### config.mk
export PLATFORM = sky130hd
export DESIGN_NAME = lsu_mem_if
export DESIGN_NICKNAME = d
export VERILOG_FILES = /design/src/rtl/lsu_mem_if.sv
export SDC_FILE = /design/constraint.sdc
export NUM_CORES = 1
export LEC_CHECK = 0
export ABC_AREA = 1
export BUFFER_PORTS_ARGS = -buffer_cell sky130_fd_sc_hd__buf_2
export CAP_MARGIN = 20
export CORE_AREA = 2 2 136 138
export DETAILED_ROUTE_END_ITERATION = 10
export DIE_AREA = 0 0 138 140
export GPL_TIMING_DRIVEN = 0
export PLACE_DENSITY = 0.64
export REMOVE_ABC_BUFFERS = 1
export SYNTH_ARGS = -nofsm -noshare
export SYNTH_HDL_FRONTEND = slang
export SYNTH_SLANG_ARGS = --single-unit
### constraint.sdc
create_clock -name clk -period 2.2 [get_ports clk]
set_clock_uncertainty 0.15 [all_clocks]
set_input_delay 0.44 -clock clk [delete_from_list [all_inputs] [get_ports clk]]
set_output_delay 0.44 -clock clk [all_outputs]
set_load 0.01 [all_outputs]
### src/rtl/lsu_mem_if.sv
// rtl/lsu_mem_if.sv - RV32I load/store unit to a word-wide valid/ready data bus
// Optional feature: define LSU_MISALIGN_TRAP_EN to trap misaligned H/W accesses instead of issuing them.
module lsu_mem_if #(
    parameter int AW = 32,
    parameter int DW = 32
) (
    input  logic          clk,
    input  logic          rst_n,
    input  logic          mem_req,
    input  logic          mem_we,
    input  logic [2:0]    funct3,
    input  logic [AW-1:0] addr,
    input  logic [DW-1:0] wdata,
    output logic [DW-1:0] ReadData,
    output logic          stall,
    output logic          misaligned,
    output logic          bus_valid,
    input  logic          bus_ready,
    output logic          bus_we,
    output logic [AW-1:0] bus_addr,
    output logic [DW-1:0] bus_wdata,
    output logic [3:0]    bus_wstrb,
    input  logic          bus_rvalid,
    input  logic [DW-1:0] bus_rdata
);
    typedef enum logic [1:0] {
        S_IDLE = 2'd0,
        S_REQ  = 2'd1,
        S_RESP = 2'd2,
        S_DONE = 2'd3
    } state_t;

    state_t        state_q, state_d;
    logic          we_q;
    logic [2:0]    f3_q;
    logic [1:0]    off_q;
    logic [AW-1:0] addr_q;
    logic [DW-1:0] wdata_q;
    logic [3:0]    wstrb_q;
    logic [DW-1:0] rdata_q;
    logic          mis_q;

    logic          mis_det;
    logic [DW-1:0] lane_d;
    logic [3:0]    strb_d;
    logic [DW-1:0] ext_d;
    logic [7:0]    rbyte;
    logic [15:0]   rhalf;

    // funct3[1:0]: 00 byte, 01 half, anything else is treated as a word
`ifdef LSU_MISALIGN_TRAP_EN
    assign mis_det = (funct3[1:0] == 2'b01) ? addr[0]
                   : ((funct3[1:0] != 2'b00) && (addr[1:0] != 2'b00));
`else
    assign mis_det = 1'b0;
`endif

    always_comb begin
        lane_d = wdata;
        strb_d = 4'b1111;
        if (mem_we) begin
            case (funct3[1:0])
                2'b00: begin
                    lane_d = {4{wdata[7:0]}};
                    strb_d = 4'b0001 << addr[1:0];
                end
                2'b01: begin
                    lane_d = {2{wdata[15:0]}};
                    strb_d = addr[1] ? 4'b1100 : 4'b0011;
                end
                default: ;
            endcase
        end
    end

    assign rbyte = bus_rdata[{off_q, 3'b000} +: 8];
    assign rhalf = bus_rdata[{off_q[1], 4'b0000} +: 16];

    always_comb begin
        case (f3_q)
            3'b000:  ext_d = {{(DW-8){rbyte[7]}}, rbyte};
            3'b100:  ext_d = {{(DW-8){1'b0}}, rbyte};
            3'b001:  ext_d = {{(DW-16){rhalf[15]}}, rhalf};
            3'b101:  ext_d = {{(DW-16){1'b0}}, rhalf};
            default: ext_d = bus_rdata;
        endcase
    end

    always_ff @(posedge clk or negedge rst_n) begin
        if (!rst_n) begin
            state_q <= S_IDLE;
            we_q    <= 1'b0;
            f3_q    <= 3'b000;
            off_q   <= 2'b00;
            addr_q  <= '0;
            wdata_q <= '0;
            wstrb_q <= 4'b0000;
            rdata_q <= '0;
            mis_q   <= 1'b0;
        end else begin
            state_q <= state_d;
            if (state_q == S_IDLE && mem_req) begin
                we_q    <= mem_we;
                f3_q    <= funct3;
                off_q   <= addr[1:0];
                addr_q  <= {addr[AW-1:2], 2'b00};
                wdata_q <= lane_d;
                wstrb_q <= strb_d;
                mis_q   <= mis_det;
            end
            if (state_q == S_RESP && bus_rvalid) begin
                rdata_q <= ext_d;
            end
            if (state_q == S_DONE) begin
                mis_q <= 1'b0;
            end
        end
    end

    // DONE always returns to IDLE so a held mem_req is never re-issued
    always_comb begin
        state_d = state_q;
        case (state_q)
            S_IDLE: if (mem_req) state_d = mis_det ? S_DONE : S_REQ;
            S_REQ:  if (bus_ready) state_d = we_q ? S_DONE : S_RESP;
            S_RESP: if (bus_rvalid) state_d = S_DONE;
            S_DONE: state_d = S_IDLE;
            default: state_d = S_IDLE;
        endcase
    end

    always_comb begin
        bus_valid  = (state_q == S_REQ);
        stall      = mem_req && (state_q != S_DONE);
        misaligned = mis_q;
        bus_we     = we_q;
        bus_addr   = addr_q;
        bus_wdata  = wdata_q;
        bus_wstrb  = wstrb_q;
        ReadData   = rdata_q;
    end
endmodule

# Yosys cells after proc, flatten, opt, wreduce, memory -nomap -nowiden

Index checks and enable logic that the tools add are counted.

Bits in registers: 107
Input port bits: 105
Output and inout bits: 104

Eq/ne operators: 11
Shift-type cells: 3
Muxes and demuxes: 13
Reductions and logical operators: 8

Operator list:

| cell                                                              | number |
|---|---|
| 32-bit case mux with 4 select lines                               | 1 |
| 32-bit case mux with 2 select lines                               | 1 |
| 32-bit two-way mux                                                | 1 |
| 32-bit by 6-bit indexed part select with 16-bit output            | 1 |
| 32-bit by 6-bit indexed part select with 8-bit output             | 1 |
| 4-bit two-way mux                                                 | 2 |
| 2-bit case mux with 4 select lines                                | 1 |
| 4-bit case mux with 2 select lines                                | 1 |
| 3-bit == test, second input constant                              | 2 |
| 2-bit two-way mux                                                 | 3 |
| 2-bit != test, second input constant                              | 3 |
| 2-bit by 1-bit == test with 1-bit output, second input constant   | 2 |
| 2-bit == test, second input constant                              | 2 |
| 2-bit zero test                                                   | 2 |
| 1-bit by 2-bit << shifter with 4-bit output, first input constant | 1 |
| 3-bit by 1-bit == test with 1-bit output, second input constant   | 1 |
| 1-bit logical AND                                                 | 3 |
| 3-bit zero test                                                   | 1 |
| 1-bit two-way mux                                                 | 3 |
| 3-bit AND reduction                                               | 1 |
| 2-bit by 1-bit != test with 1-bit output, second input constant   | 1 |
| 2-bit nonzero test                                                | 1 |

# Longest topological paths before layout

Depth in word-level cells: 4
Mapped depth: 10
Depth with buffers taken out: 9

# Worst setup path before layout

Ideal clock, no wire load.

Path kind: reg2reg
Start: reg state_q[0]
End: reg rdata_q[2] (netlist: ReadData[2])
Library setup time: 0.113 ns
Arrival time: 1.447 ns
Setup slack: 0.490 ns
Stages on the path, launching flop included: 11
Period minus slack after synthesis: 1.710 ns
Cell sequence: dfrtp_1 -> inv_1 -> ha_1 -> nand2_1 -> inv_1 -> clkbuf_1 -> o21ai_0 -> a21oi_1 -> nand3_1 -> nand2_1 -> inv_1

Cells in the longest elaborated chain, start to end: 2

Ends and longest elaborated chain:

| element                | RTL line | source |
|---|---|---|
| start, declared        | 33       | `state_t state_q, state_d;` |
| start signal, assigned | 101      | `state_q <= state_d;` |
| 2-bit == test          | 111      | `if (state_q == S_RESP && bus_rvalid) begin` |
| 1-bit logical AND      | 111      |  |
| end signal, assigned   | 112      | `rdata_q <= ext_d;` |
| end, declared          | 40       | `logic [DW-1:0] rdata_q;` |

Every way passes these cells.
A chain may end at the register's enable or synchronous reset.

# Final worst setup path

Start: reg state_q[0]
End: reg rdata_q[18] (netlist: ReadData[18])

The elaborated chain is that of the path after synthesis.

==> run metrics <==
Layout Utilization 38.6%; remaining global-route overflow 0; Worst Hold End bus_addr[29]; Mean Syn Cell Area 7.79 µm²; setup tns final 0 ps; most used cell, CP inv_1; min Tclk post-route 2060 ps; CTS sink cnt 106; Startpoint Class register; post-synthesis cell type count 26; worst reg-to-reg setup slack 140 ps; clock insertion delay at the later pin of the skew report 350 ps; Via density 4.65; met3 Use GR 5.09%; WP buf/inv 4; register area share after synthesis 50.4%; diodes inserted 0; worst path cell trace inv_1 > ha_1 > nand2_4 > buf_16 > clkinvlp_4 > or2_2 > nand2_1 > inv_1; max_slew headroom 57.2%; endpoints failing hold 0; clock-pin transition on the worst setup and hold timing paths 90 ps; fraction of layout cells with a size suffix above 1 31.6%; Syn Inst Count 676; area delta synth->final 30.3%; met2 Use GR 25.0%; DIE AREA 19300 µm²; Arr. time, crit path 2160 ps; Remaining DRCs 0; CP delay by family, top simple AND/OR/NAND/NOR gates; fin crit share 93.7%; CP max stage delay 380 ps; GRT Overall Usage 16.3%; Root Driver clkbuf_16; via count 5102; hold path depth 3; FF-to-FF Start state_q[0]; PwrDens 1380 nW/µm²; Routed Antenna Nets 0; H-tree depth 3; Peak Freq 485 MHz; flop and latch count out of synthesis 106; RSZ-0062 raised after global routing false; number of global-route vias before repair 4951; clock tree from TritonCTS yes; dpl hpwl 11.0 mm; reg-to-reg endpoint ReadData[18]; worst slew pin tran 640 ps; drt initial violations 286; Pre-antenna DRT Iters 5; VDD IR max 535 µV; Crit Path Class register to register; first-pass GRT wire length 25.8 mm; Final Max Slew Viols 0; Detailed Route WL 16.5 mm; Slowest-stage cell, CP dfrtp_1; Synth Cell Area 5270 µm²; Num CTS Buffers 9; outcome finished, final reports clean; Setup-failing EPs final 0; CP max FO 24; max-cap viol count 0; Yosys warnings 0; clock buffer depth 2; final instance area 6860 µm²; Die Ht 140 µm; largest net degree at the start of global routing 82; # IOs 209; NumNets Final 974; GRT met1 Usage 22.4%; worst reg2reg path depth 8; Port Buffers 205; Top Usage Layer GRT met2; initial antenna violation count 0; Core ar. 17800 µm²; gpl congestion 0.870; Die X-Extent 138 µm; post-place instance area 6460 µm²; Required @ worst endpoint 2300 ps; Leakage 3.71 nW; Reg area 2660 µm²; Initial Util 29.6%; Hold Path Class primary input to register; area of the multi-input gates 2200 µm²; CP endpoint kind register; hold path startpoint addr[29]; Rows 49; routed wire length per instance 15.0 µm; Fillers 1899
==> flip-flops by register name, indices dropped and copies added (netlist names) <==
register and count:
bus_we 1, ReadData 32, off_q 2, f3_q 3, bus_addr 30, state_q 2, bus_wstrb 4, bus_wdata 32
==> layout make-up <==
type / count / area share, %
timing repair buffer: 209 / 16.1
inverter: 73 / 4.23
timing repair inverter: 3 / 0.328
tap: 229 / 4.18
clock buffer: 10 / 3.48
sequential: 106 / 38.7
clock inverter: 6 / 0.894
multi-input combinational: 462 / 32.0
==> Yosys cell counts (all sizes together) <==
cell type / instances / share of area (%)
o21a: 9 / 1.3
nand3: 46 / 5.3
ha: 5 / 1.2
conb: 1 / 0.071
or2: 20 / 2.4
inv: 72 / 5.1
clkinv: 1 / 0.071
o21ai: 40 / 3.8
a21oi: 79 / 7.5
a31oi: 2 / 0.24
buf: 16 / 2.1
dfrtp: 106 / 50
nand2: 214 / 15
nor2: 41 / 3.3
clkbuf: 22 / 1.6
o22ai: 1 / 0.12
nor3b: 1 / 0.14
==> worst max path at each step <==
stage                     depth (start not counted)       start            end
after global routing                              8  state_q[0]    ReadData[5]
after CTS                                         8    off_q[1]   ReadData[12]
after detailed placement                          5  state_q[0]  bus_wdata[23]
after floorplan                                   5  state_q[0]  bus_wdata[16]
after global placement                            5  state_q[1]  bus_wdata[20]
final                                             8  state_q[0]   ReadData[18]
==> logic make-up (layout without fill, tap and decap cells) <==
kind of cell	count (synthesis)	count (layout)	share of synthesized area (%)
and+or+nand+nor	322	323	26.5
AOI/OAI and AO/OA	131	131	12.9
buffers and inverters	111	301	8.89
DFF	106	106	50.4
adders and majority gates	5	5	1.19
other	1	3	0.0712
==> metrics by stage <==
| stage | instances | setup slack [ps] | hold WS (ps) | power [W] |
|---|---|---|---|---|
| detailed placement | 1076 | -963 | 229 | 0.00777 |
| floorplan | 640 | -1870 | -5.59 | 0.00600 |
| global placement | 1074 | -4020 | 308 | 0.00768 |
| global route | 1098 | 21.6 | 104 | 0.0103 |
| finish | 1098 | 138 | 117 | 0.00950 |
| CTS | 1094 | 7.97 | 102 | 0.00951 |
==> timing repair <==
action	CTS	global route
setup endpoints to repair	92	86
setup buffers	0	1
hold endpoints to repair	37	0
resized for setup	10	5
gates cloned	1	3
hold buffers	1	0
pin swaps	0	1
==> metal layers <==
layer	routed length, µm	vias up
met5	0	-
met4	159	0
met3	1450	18
met2	7420	225
met1	7460	2362
li1	-	2497
==> worst min-delay path, stage by stage <==
cell and delay, ps:
buf_2 70, nand2_1 40, nand2_1 40
==> power breakdown <==
| group | total (W) | internal, W | switching (W) |
|---|---|---|---|
| sequential | 0.00355 | 0.00290 | 0.000657 |
| combinational | 0.00429 | 0.00171 | 0.00259 |
| clock | 0.00165 | 0.000827 | 0.000826 |
| total | 0.00950 | 0.00543 | 0.00407 |
==> placed cells by master, fill, tap and decap left out <==
master / synthesis / routed
dfrtp_2: 0 / 1
buf_2: 8 / 204
buf_16: 0 / 2
nand2_2: 1 / 1
buf_6: 4 / 1
clkinv_8: 0 / 2
o21ai_0: 40 / 40
nor2_1: 38 / 38
nand3_1: 36 / 36
clkinv_4: 0 / 2
buf_4: 3 / 1
a31oi_1: 2 / 2
nand2_8: 0 / 1
ha_1: 5 / 4
conb_1: 1 / 3
nand3_2: 10 / 10
clkbuf_16: 0 / 9
inv_8: 0 / 1
nand2_4: 1 / 4
nor3b_1: 1 / 1
o21a_1: 9 / 9
clkinvlp_4: 0 / 5
dfrtp_4: 0 / 1
inv_1: 68 / 67
nor2_4: 2 / 2
o22ai_1: 1 / 1
a21oi_1: 79 / 79
nand2_1: 212 / 209
clkbuf_8: 0 / 1
dlygate4sd3_1: 0 / 1
or2_2: 20 / 20
inv_2: 4 / 4
nor2_2: 1 / 1
ha_2: 0 / 1
inv_6: 0 / 1
dfrtp_1: 106 / 104
(Power assumes the default switching activity.)
